$ cat src/rtl/fsk_symbol_scheduler.sv
// rtl/fsk_symbol_scheduler.sv - FSK symbol scheduler: frames stream bytes into paced mark/space DDS phase increments
module fsk_symbol_scheduler #(
    parameter int                PINC_W       = 40,
    parameter int                DIV_W        = 16,
    parameter int                PREAMBLE_LEN = 8,
    parameter logic [PINC_W-1:0] MARK_DEF     = 40'h00_0A3D_70A4,
    parameter logic [PINC_W-1:0] SPACE_DEF    = 40'h00_147A_E148,
    parameter int                DIV_DEF      = 64
) (
    input  logic              clk_in1,
    input  logic              rst_n,
    input  logic              cfg_we,
    input  logic [1:0]        cfg_addr,
    input  logic [PINC_W-1:0] cfg_wdata,
    input  logic [7:0]        s_tdata,
    input  logic              s_tvalid,
    output logic              s_tready,
    output logic [PINC_W-1:0] pinc_tdata,
    output logic              pinc_tvalid,
    output logic              bit_out,
    output logic              sym_strobe,
    output logic              busy
);

    typedef enum logic [2:0] {IDLE, PRE, START, DATA, STOP} state_t;

    localparam logic [7:0] PRE_LAST = (PREAMBLE_LEN > 0) ? 8'(PREAMBLE_LEN - 1) : 8'd0;

    state_t            state, next_state;
    logic [DIV_W-1:0]  cnt;
    logic [7:0]        pre_idx;
    logic [7:0]        shreg;
    logic [2:0]        idx;
    logic [PINC_W-1:0] mark_reg, space_reg;
    logic [DIV_W-1:0]  div_reg, div_eff;
    logic              sym_end, hs, sym_start, next_bit;
    logic [PINC_W-1:0] mark_live;

    assign sym_end  = (cnt == '0);
    assign s_tready = pinc_tvalid && ((state == IDLE) || (state == STOP && sym_end));
    assign hs       = s_tvalid && s_tready;
    assign div_eff  = (div_reg < DIV_W'(2)) ? DIV_W'(2) : div_reg;
    // Idle output follows a mark write on the very next cycle.
    assign mark_live = (cfg_we && cfg_addr == 2'd0) ? cfg_wdata : mark_reg;

    always_ff @(posedge clk_in1 or negedge rst_n) begin
        if (!rst_n) begin
            mark_reg  <= MARK_DEF;
            space_reg <= SPACE_DEF;
            div_reg   <= DIV_W'(DIV_DEF);
        end else if (cfg_we) begin
            case (cfg_addr)
                2'd0:    mark_reg  <= cfg_wdata;
                2'd1:    space_reg <= cfg_wdata;
                2'd2:    div_reg   <= cfg_wdata[DIV_W-1:0];
                default: ;
            endcase
        end
    end

    always_ff @(posedge clk_in1 or negedge rst_n) begin
        if (!rst_n) state <= IDLE;
        else        state <= next_state;
    end

    always_comb begin
        next_state = state;
        case (state)
            IDLE:  if (hs) next_state = (PREAMBLE_LEN > 0) ? PRE : START;
            PRE:   if (sym_end && pre_idx == PRE_LAST) next_state = START;
            START: if (sym_end) next_state = DATA;
            DATA:  if (sym_end && idx == 3'd7) next_state = STOP;
            STOP:  if (sym_end) next_state = hs ? START : IDLE;
            default: next_state = IDLE;
        endcase
    end

    always_comb begin
        sym_start = (state == IDLE) ? hs : (sym_end && next_state != IDLE);
        next_bit  = 1'b1;
        case (next_state)
            PRE:   next_bit = (state == IDLE) ? 1'b1 : pre_idx[0];
            START: next_bit = 1'b0;
            DATA:  next_bit = (state == START) ? shreg[0] : shreg[1];
            default: next_bit = 1'b1;
        endcase
    end

    always_ff @(posedge clk_in1 or negedge rst_n) begin
        if (!rst_n) begin
            cnt     <= '0;
            pre_idx <= '0;
            shreg   <= '0;
            idx     <= '0;
        end else begin
            if (sym_start)
                cnt <= div_eff - DIV_W'(1);
            else if (state != IDLE && !sym_end)
                cnt <= cnt - DIV_W'(1);

            if (state == IDLE && hs)
                pre_idx <= '0;
            else if (state == PRE && sym_end)
                pre_idx <= pre_idx + 8'd1;

            if (hs)
                shreg <= s_tdata;
            else if (state == DATA && sym_end)
                shreg <= {1'b0, shreg[7:1]};

            if (state == START && sym_end)
                idx <= '0;
            else if (state == DATA && sym_end)
                idx <= idx + 3'd1;
        end
    end

    // Increment is sampled once per symbol so config writes land on the next symbol.
    always_ff @(posedge clk_in1 or negedge rst_n) begin
        if (!rst_n) begin
            pinc_tvalid <= 1'b0;
            bit_out     <= 1'b1;
            pinc_tdata  <= MARK_DEF;
            sym_strobe  <= 1'b0;
            busy        <= 1'b0;
        end else begin
            pinc_tvalid <= 1'b1;
            sym_strobe  <= sym_start;
            busy        <= (next_state != IDLE);
            if (sym_start) begin
                bit_out    <= next_bit;
                pinc_tdata <= next_bit ? mark_reg : space_reg;
            end else if (next_state == IDLE) begin
                bit_out    <= 1'b1;
                pinc_tdata <= mark_live;
            end
        end
    end

endmodule

$ cat config.mk
export PLATFORM = sky130hd
export DESIGN_NAME = fsk_symbol_scheduler
export DESIGN_NICKNAME = d
export VERILOG_FILES = /design/src/rtl/fsk_symbol_scheduler.sv
export SDC_FILE = /design/constraint.sdc
export NUM_CORES = 1
export LEC_CHECK = 0
export CAP_MARGIN = 20
export CORE_AREA = 2 2 159 145
export CTS_BUF_LIST = sky130_fd_sc_hd__clkbuf_4 sky130_fd_sc_hd__clkbuf_8
export DETAILED_ROUTE_END_ITERATION = 10
export DIE_AREA = 0 0 161 147
export DONT_BUFFER_PORTS = 1
export PLACE_DENSITY = 0.63
export SYNTH_ARGS = -nofsm -noshare
export SYNTH_HDL_FRONTEND = slang
export SYNTH_SLANG_ARGS = --single-unit
$ cat constraint.sdc
create_clock -name clk_in1 -period 4 [get_ports clk_in1]
set_input_delay 0.2 -clock clk_in1 [delete_from_list [all_inputs] [get_ports clk_in1]]
set_output_delay 0.2 -clock clk_in1 [all_outputs]
set_load 0.005 [all_outputs]
==> run_results.csv, run 1 <==
group,metric,value,unit
status,run_status,"complete, but fails checks",
status,failing_checks,"negative hold slack",
floorplanning,initial_core_util,39.20,%
timing,max_slew_margin,37.13,%
clock_network,cts.hold.buffers_added,49,
floorplanning,fp.dieW,161,um
worst_setup_path,timing.rr.start,"cnt[10]",
clock_network,clk_path_buf_depth,2,
global_route,globalRouteOverflowTotal,0,
global_route,via_count_of_the_first_global_routing_pass,6095,
clock_network,cts_tree,"done",
routing,initialDrtViolationCount,264,
floorplanning,pin_count,99,
floorplanning,die_h,147,um
timing,worst_clock_skew,18.13,ps
routing,postRouteAntennaNets,0,
worst_setup_path,critPathRequiredTime,4330,ps
yosys,synth-seq-area-share,51.96,%
timing,final-hold-violation-count,178,
worst_setup_path,crit_path_max_fanout,7,
yosys,synth.net_count,809,
pwr,worst_ir_drop_vdd,0.0001690,V
worst_setup_path,critical_path.cell_chain,"or4_4 -> or4_4 -> o211ai_1 -> a21boi_2 -> nor2_4 -> inv_2 -> nand2_4 -> inv_2 -> and3_1 -> a21oi_1 -> ha_1 -> nand2b_1 -> or2_2 -> or3_1 -> xnor2_1 -> a21oi_1",
worst_setup_path,worst_ep_arrival_time,4150,ps
yosys,synth_enable_flop_cells,0,
placement,numPortBuffers,0,
yosys,synth-warning-count,0,
global_route,grt_first_pass_wirelength,33180,um
worst_setup_path,cp_num_buf_inv,2,
floorplanning,floorplan.die_area,23670,um2
yosys,netlist-cell-type-count,53,
cells_and_area,final_cells,1103,
worst_setup_path,cpPeakStageDelay,560,ps
flow_run,drv.max_cap_violation_count,0,
cells_and_area,ratio_of_cells_with_drive_above_1_in_the_final_layout,29.40,%
timing,finalSetupViolCount,0,
worst_setup_path,timing.critical_path.from_type,"flip-flop",
clock_network,worstSkewPairLatency,460,ps
cells_and_area,layout.area.seq,4506,um2
timing,layout_worst_path_cycle_share,95.40,%
yosys,seq_cells_post_synth,178,
yosys,synth.avg_cell_area,11.55,um2
clock_network,clockRootBuffer,"sky130_fd_sc_hd__clkbuf_8",
cells_and_area,filler_cell_count,2093,
yosys,synth_cells,751,
routing,drcViolationCount,0,
routing,detail_route.wirelength,19950,um
worst_setup_path,reg2reg_setup_slack,180,ps
timing,drv_slew,0,
worst_setup_path,rr_worst_depth,16,
placement,detailedPlace.worstSlack,61.57,ps
timing,worst_slew_pin_slew,943.1,ps
timing,finalSetupTns,0,ps
routing,num_vias,5867,
worst_setup_path,crit_cells,16,
worst_setup_path,cp_top_family,"simple AND/OR/NAND/NOR gates",
pwr,power_leakage,4.291,nW
timing,max_freq,262.1,MHz
worst_setup_path,crit_type,"flip-flop to flip-flop",
worst_setup_path,critical-path-slowest-cell,"sky130_fd_sc_hd__or4_4",
routing,drt_pass1_iterations,4,
routing,detail_route.vias_per_cell,5.319,
timing,finalCriticalPeriod,3816,ps
worst_setup_path,cp-startpoint,"cnt[10]",
pwr,power_per_cell_area,384.9,nW/um2
floorplanning,rows,52,
timing,worst_hold_slack,-574.9,ps
floorplanning,core_area,22120,um2
yosys,syn-cell-area,8671,um2
clock_network,worst_setup_hold_path_clk_slew,100,ps
cells_and_area,post-route-util,44.71,%
timing,rsz0062_at_grt,"false",
cells_and_area,num_antenna_cells,0,
worst_setup_path,timing.critical_path.to,"cnt[14]",
placement,dpl.hpwl,12220,um
cells_and_area,final_nets,851,
yosys,synthArstFlopShare,100.0,%
global_route,grt_max_degree,179,
global_route,number_of_antenna_violations_at_the_first_check_in_global_routing,0,
routing,post_detailed_route_wirelength_per_cell,18.09,um
placement,globalplace.congestion,0.8510,
timing,layout_setup_ws,183.9,ps
placement,dp.cells,1021,
worst_setup_path,crit_end_category,"flip-flop",
cells_and_area,flow.area_growth_from_synthesis,14.07,%
pwr,totalPowerFinal,3.807,mW
min_path,holdCritPathClass,"primary input to asynchronous set/reset pin",
cells_and_area,multi_input_area,3965,um2
clock_network,cts_bufs_inserted,17,
worst_setup_path,crit-reg2reg-capture,"cnt[14]",
global_route,grt_usage,17.70,%
yosys,ys.flop_type,"sky130_fd_sc_hd__dfrtp_1",
clock_network,cts.sinks,178,
clock_network,cts_htree_levels,4,
-- layer usage --
metal | vias up | track usage (%) | part of all wire (%)
li1 | 2814 | - | -
met1 | 2941 | 25.19 | 49
met2 | 98 | 27.23 | 46
met3 | 14 | 4.376 | 4.1
met4 | 0 | 4.509 | 0.93
met5 | - | 0 | 0
-- worst min path at each step --
| stage | startpoint | slack (ps) | end | cells past startpoint |
|---|---|---|---|---|
| 4_1_cts | rst_n | -610 | shreg[4] | 0 |
| 5_1_grt | rst_n | -620 | shreg[4] | 0 |
| 3_5_place_dp | rst_n | -90 | shreg[4] | 0 |
| 3_3_place_gp | rst_n | -90 | shreg[4] | 0 |
| 6_report | rst_n | -570 | shreg[4] | 0 |
| 2_1_floorplan | rst_n | -100 | busy | 0 |
-- logic make-up after synthesis --
logic type / synth area share, %
buf+inv: 2.626
other cells: 0.04325
mux: 18.76
xor+xnor: 3.030
fa+ha+maj: 0.5772
simple gates: 12.15
flops: 51.96
compound gates: 10.85
-- cell type report --
cell class / instances / area share, %
flip-flops and latches: 178 / 45.55
multi-input cells: 522 / 40.09
repair buffers: 67 / 6.325
well taps: 297 / 3.757
clock buffers: 19 / 2.517
clock inverters: 13 / 1.493
inverters: 7 / 0.2657
-- stage by stage --
step                      hold WS, ps  cell area [um2]
after floorplan                -95.59             8671
after global placement         -91.45             8981
after detailed placement       -91.30             8981
after CTS                      -614.7             9868
after global routing           -621.7             9891
final                          -574.9             9891
-- layout by cell type, fill, tap and decap left out, types with 9 or more instances in the layout --
| cell | Yosys | routed |
|---|---|---|
| sky130_fd_sc_hd__mux2i_1 | 50 | 50 |
| sky130_fd_sc_hd__xnor2_1 | 19 | 19 |
| sky130_fd_sc_hd__dfrtp_1 | 137 | 137 |
| sky130_fd_sc_hd__nor4_1 | 9 | 9 |
| sky130_fd_sc_hd__nor2_1 | 72 | 71 |
| sky130_fd_sc_hd__xor2_1 | 11 | 11 |
| sky130_fd_sc_hd__mux2_2 | 98 | 98 |
| sky130_fd_sc_hd__nand2_1 | 23 | 22 |
| sky130_fd_sc_hd__a211oi_1 | 12 | 12 |
| sky130_fd_sc_hd__a21oi_1 | 54 | 54 |
| sky130_fd_sc_hd__dlygate4sd3_1 | 0 | 49 |
| sky130_fd_sc_hd__a211oi_2 | 29 | 29 |
| sky130_fd_sc_hd__buf_4 | 1 | 18 |
| sky130_fd_sc_hd__nor3_1 | 55 | 55 |
| sky130_fd_sc_hd__clkbuf_8 | 0 | 17 |
| sky130_fd_sc_hd__o21ai_0 | 12 | 12 |
| sky130_fd_sc_hd__dfstp_2 | 41 | 41 |
-- worst register-to-register path, stage by stage (launching register included) --
cell                       delay [ps]
sky130_fd_sc_hd__dfrtp_1          450
sky130_fd_sc_hd__or4_4            560
sky130_fd_sc_hd__or4_4            510
sky130_fd_sc_hd__o211ai_1         260
sky130_fd_sc_hd__a21boi_2         110
sky130_fd_sc_hd__nor2_4           120
sky130_fd_sc_hd__inv_2             60
sky130_fd_sc_hd__nand2_4           90
sky130_fd_sc_hd__inv_2             70
sky130_fd_sc_hd__and3_1           180
sky130_fd_sc_hd__a21oi_1          120
sky130_fd_sc_hd__ha_1             190
sky130_fd_sc_hd__nand2b_1         100
sky130_fd_sc_hd__or2_2            330
sky130_fd_sc_hd__or3_1            330
sky130_fd_sc_hd__xnor2_1          140
sky130_fd_sc_hd__a21oi_1           80
-- synth_stat cells (all sizes together) (2+ instances only) --
cell,instances,share of area (%)
a211oi,41,5.2
a21oi,54,3.1
and3,5,0.36
buf,11,0.89
clkbuf,33,1.4
dfrtp,137,40
dfstp,41,12
ha,4,0.58
inv,7,0.30
mux2,98,13
mux2i,51,6.0
nand2,23,1.0
nand2b,3,0.22
nand3,4,0.23
nand3b,6,0.52
nand4,6,0.43
nand4b,2,0.20
nor2,73,3.2
nor3,56,3.3
nor4,11,1.0
o211ai,2,0.17
o21ai,20,1.2
o31a,3,0.30
o31ai,2,0.17
or2,4,0.29
or3,7,0.51
or4,6,0.56
xnor2,19,1.9
xor2,11,1.1
-- what timing repair did --
| action | 4_1_cts | 5_1_grt |
|---|---|---|
| buffers inserted | 0 | 1 |
| endpoints found under the hold margin | 282 | 178 |
| gates resized for setup | 0 | 4 |
| setup endpoints to repair | 0 | 5 |
-- power by group --
group | leakage (nW) | switching (mW) | internal, mW
sequential | 2.07 | 0.108 | 2.02
clock | 0.208 | 0.685 | 0.581
combinational | 2.01 | 0.176 | 0.237
Power figures use the tool's default switching activity.
==> run 2: changes to the inputs <==
==> constraint.sdc (replaced) <==
create_clock -name clk_in1 -period 3.3 [get_ports clk_in1]
set_input_delay 0.165 -clock clk_in1 [delete_from_list [all_inputs] [get_ports clk_in1]]
set_output_delay 0.165 -clock clk_in1 [all_outputs]
set_load 0.005 [all_outputs]
==> run 2 against run 1 <==
  * The run ends with negative hold slack, negative setup slack left
  * Sequential power increased by 21%
  * Cell count up 3.2%
  * Critical endpoint unchanged
  * Non-clock buffer count up 35
  * Die area did not move
  * Largest cell class unchanged
  * Sequential share of layout area down 1.4 points
==> run_results.csv, run 2 (same netlist as run 1, synthesis figures left out) <==
group,metric,value,unit
status,run_status,"complete, but fails checks",
status,failing_checks,"negative hold slack, negative setup slack",
worst_setup_path,timing.critical_path.from_type,"flip-flop",
floorplanning,rows,52,
worst_setup_path,worst_ep_arrival_time,3850,ps
floorplanning,core_area,22120,um2
worst_setup_path,crit_type,"flip-flop to flip-flop",
global_route,grt_first_pass_wirelength,33910,um
routing,detail_route.vias_per_cell,5.358,
clock_network,cts_bufs_inserted,17,
worst_setup_path,timing.rr.start,"cnt[11]",
placement,dpl.hpwl,12260,um
global_route,number_of_antenna_violations_at_the_first_check_in_global_routing,0,
cells_and_area,area_of_all_placed_cells_without_fillers,10210,um2
timing,final-hold-violation-count,178,
timing,drv_slew,0,
floorplanning,die_h,147,um
routing,post_detailed_route_wirelength_per_cell,17.88,um
routing,detail_route.wirelength,20350,um
global_route,globalRouteOverflowTotal,0,
placement,detailed_place.area,9265,um2
timing,rsz0062_at_grt,"true",
floorplanning,pin_count,99,
pwr,internal_power,3.320,mW
clock_network,cts.sinks,178,
clock_network,clk_path_buf_depth,2,
global_route,via_count_of_the_first_global_routing_pass,6343,
worst_setup_path,crit-reg2reg-capture,"cnt[14]",
pwr,p_seq_share,57.3,%
cells_and_area,filler_cell_count,2075,
clock_network,cts_htree_levels,4,
timing,finalSetupTns,-552.3,ps
timing,max_freq,284.6,MHz
timing,worst_hold_slack,-613.9,ps
pwr,p_sw,1.194,mW
clock_network,cts_tree,"done",
timing,finalSetupViolCount,5,
routing,drcViolationCount,0,
cells_and_area,ratio_of_cells_with_drive_above_1_in_the_final_layout,33.89,%
cells_and_area,num_antenna_cells,0,
global_route,grt_usage,18.02,%
worst_setup_path,rr_worst_depth,16,
min_path,holdCritPathClass,"primary input to asynchronous set/reset pin",
routing,num_vias,6097,
timing,worst_slew_pin_slew,1080,ps
routing,initialDrtViolationCount,259,
routing,postRouteAntennaNets,0,
clock_network,clockRootBuffer,"sky130_fd_sc_hd__clkbuf_8",
placement,numPortBuffers,0,
floorplanning,initial_core_util,39.20,%
cells_and_area,layout.area.seq,4506,um2
floorplanning,floorplan.die_area,23670,um2
timing,max_slew_margin,27.81,%
pwr,power_per_cell_area,442.1,nW/um2
timing,layout_worst_path_cycle_share,106.5,%
worst_setup_path,critPathRequiredTime,3630,ps
worst_setup_path,crit_end_category,"flip-flop",
clock_network,cts.hold.buffers_added,49,
worst_setup_path,crit_path_max_fanout,4,
pwr,switching_share,26.45,%
placement,globalplace.congestion,0.8359,
cells_and_area,flow.area_growth_from_synthesis,17.75,%
timing,layout_setup_ws,-213.4,ps
floorplanning,fp.dieW,161,um
cells_and_area,final_common_cell,"sky130_fd_sc_hd__dfrtp_1",
cells_and_area,multi_input_area,4031,um2
cells_and_area,layout_common_cells,"sky130_fd_sc_hd__dfrtp_1, sky130_fd_sc_hd__mux2_2, sky130_fd_sc_hd__nor2_1, sky130_fd_sc_hd__a21oi_1, sky130_fd_sc_hd__nor3_1",
cells_and_area,final_nets,886,
clock_network,worstSkewPairLatency,460,ps
timing,finalCriticalPeriod,3513,ps
worst_setup_path,reg2reg_setup_slack,-210,ps
pwr,clockPowerShare,31.3,%
timing,worst_clock_skew,17.40,ps
flow_run,drv.max_cap_violation_count,0,
routing,drt_pass1_iterations,4,
pwr,power_leakage,4.452,nW
pwr,combPwrFrac,11.4,%
clock_network,worst_setup_hold_path_clk_slew,100,ps
global_route,grt_max_degree,179,
pwr,worst_ir_drop_vdd,0.0002306,V
[run 2: power by group through the flow]
stage	Combinational (mW)	Clock (mW)	Sequential, mW
3_3_place_gp	0.441	0	2.62
3_5_place_dp	0.452	0	2.62
6_report	0.514	1.41	2.58
5_1_grt	0.570	1.56	2.62
2_1_floorplan	0.387	0	2.58
4_1_cts	0.515	1.47	2.58
[run 2: routing by layer]
metal	share of wire [%]	vias up	global-route usage [%]
li1	-	2877	-
met1	48	3071	25.91
met2	46	139	27.55
met3	5.5	10	4.517
met4	0.79	0	4.196
met5	0	-	0
[run 2: what timing repair did]
| item | in CTS | in global routing |
|---|---|---|
| buffers inserted | 3 | 3 |
| setup endpoints to repair | 6 | 23 |
| resized for setup | 4 | 8 |
| pin swaps | 2 | 4 |
| hold endpoints to repair | 282 | 178 |
[run 2: metrics by stage]
stage | worst slack, ps | power [mW] | utilization, % | instances
after floorplan | -416.3 | 2.970 | - | 751
after global placement | -120.4 | 3.057 | 41.88 | 1052
after detailed placement | -205.9 | 3.077 | 41.88 | 1052
after CTS | -182.3 | 4.563 | 45.91 | 1136
after global routing | -358.1 | 4.746 | 46.15 | 1138
final | -213.4 | 4.513 | 46.15 | 1138
[run 2: how the worst max path moves through the flow]
stage,start,slack (ps),cells past startpoint,to
3_5_place_dp,cnt[9],-210,16,cnt[14]
4_1_cts,cnt[11],-180,16,cnt[14]
6_report,cnt[11],-210,16,cnt[14]
3_3_place_gp,cnt[9],-120,16,cnt[14]
2_1_floorplan,cnt[9],-420,17,cnt[14]
5_1_grt,cnt[11],-360,16,cnt[14]
[run 2: area by class of cell]
cell class	instances	area share, %
sequential	178	44.13
timing repair buffer	102	8.897
clock buffer	20	2.574
tap	297	3.640
clock inverter	12	0.9681
inverter	7	0.3064
multi-input combinational	522	39.49
[run 2: worst max-delay path: stages (launching register included)]
cell	delay, ps
sky130_fd_sc_hd__dfrtp_1	390
sky130_fd_sc_hd__or4_4	540
sky130_fd_sc_hd__or4_4	490
sky130_fd_sc_hd__o211ai_1	260
sky130_fd_sc_hd__a21boi_2	100
sky130_fd_sc_hd__nor2_4	100
sky130_fd_sc_hd__inv_2	60
sky130_fd_sc_hd__nand2_4	90
sky130_fd_sc_hd__inv_6	40
sky130_fd_sc_hd__and3_4	160
sky130_fd_sc_hd__a21oi_2	100
sky130_fd_sc_hd__ha_2	220
sky130_fd_sc_hd__nand2b_4	60
sky130_fd_sc_hd__or2_4	250
sky130_fd_sc_hd__or3_4	330
sky130_fd_sc_hd__xnor2_1	140
sky130_fd_sc_hd__a21oi_1	80
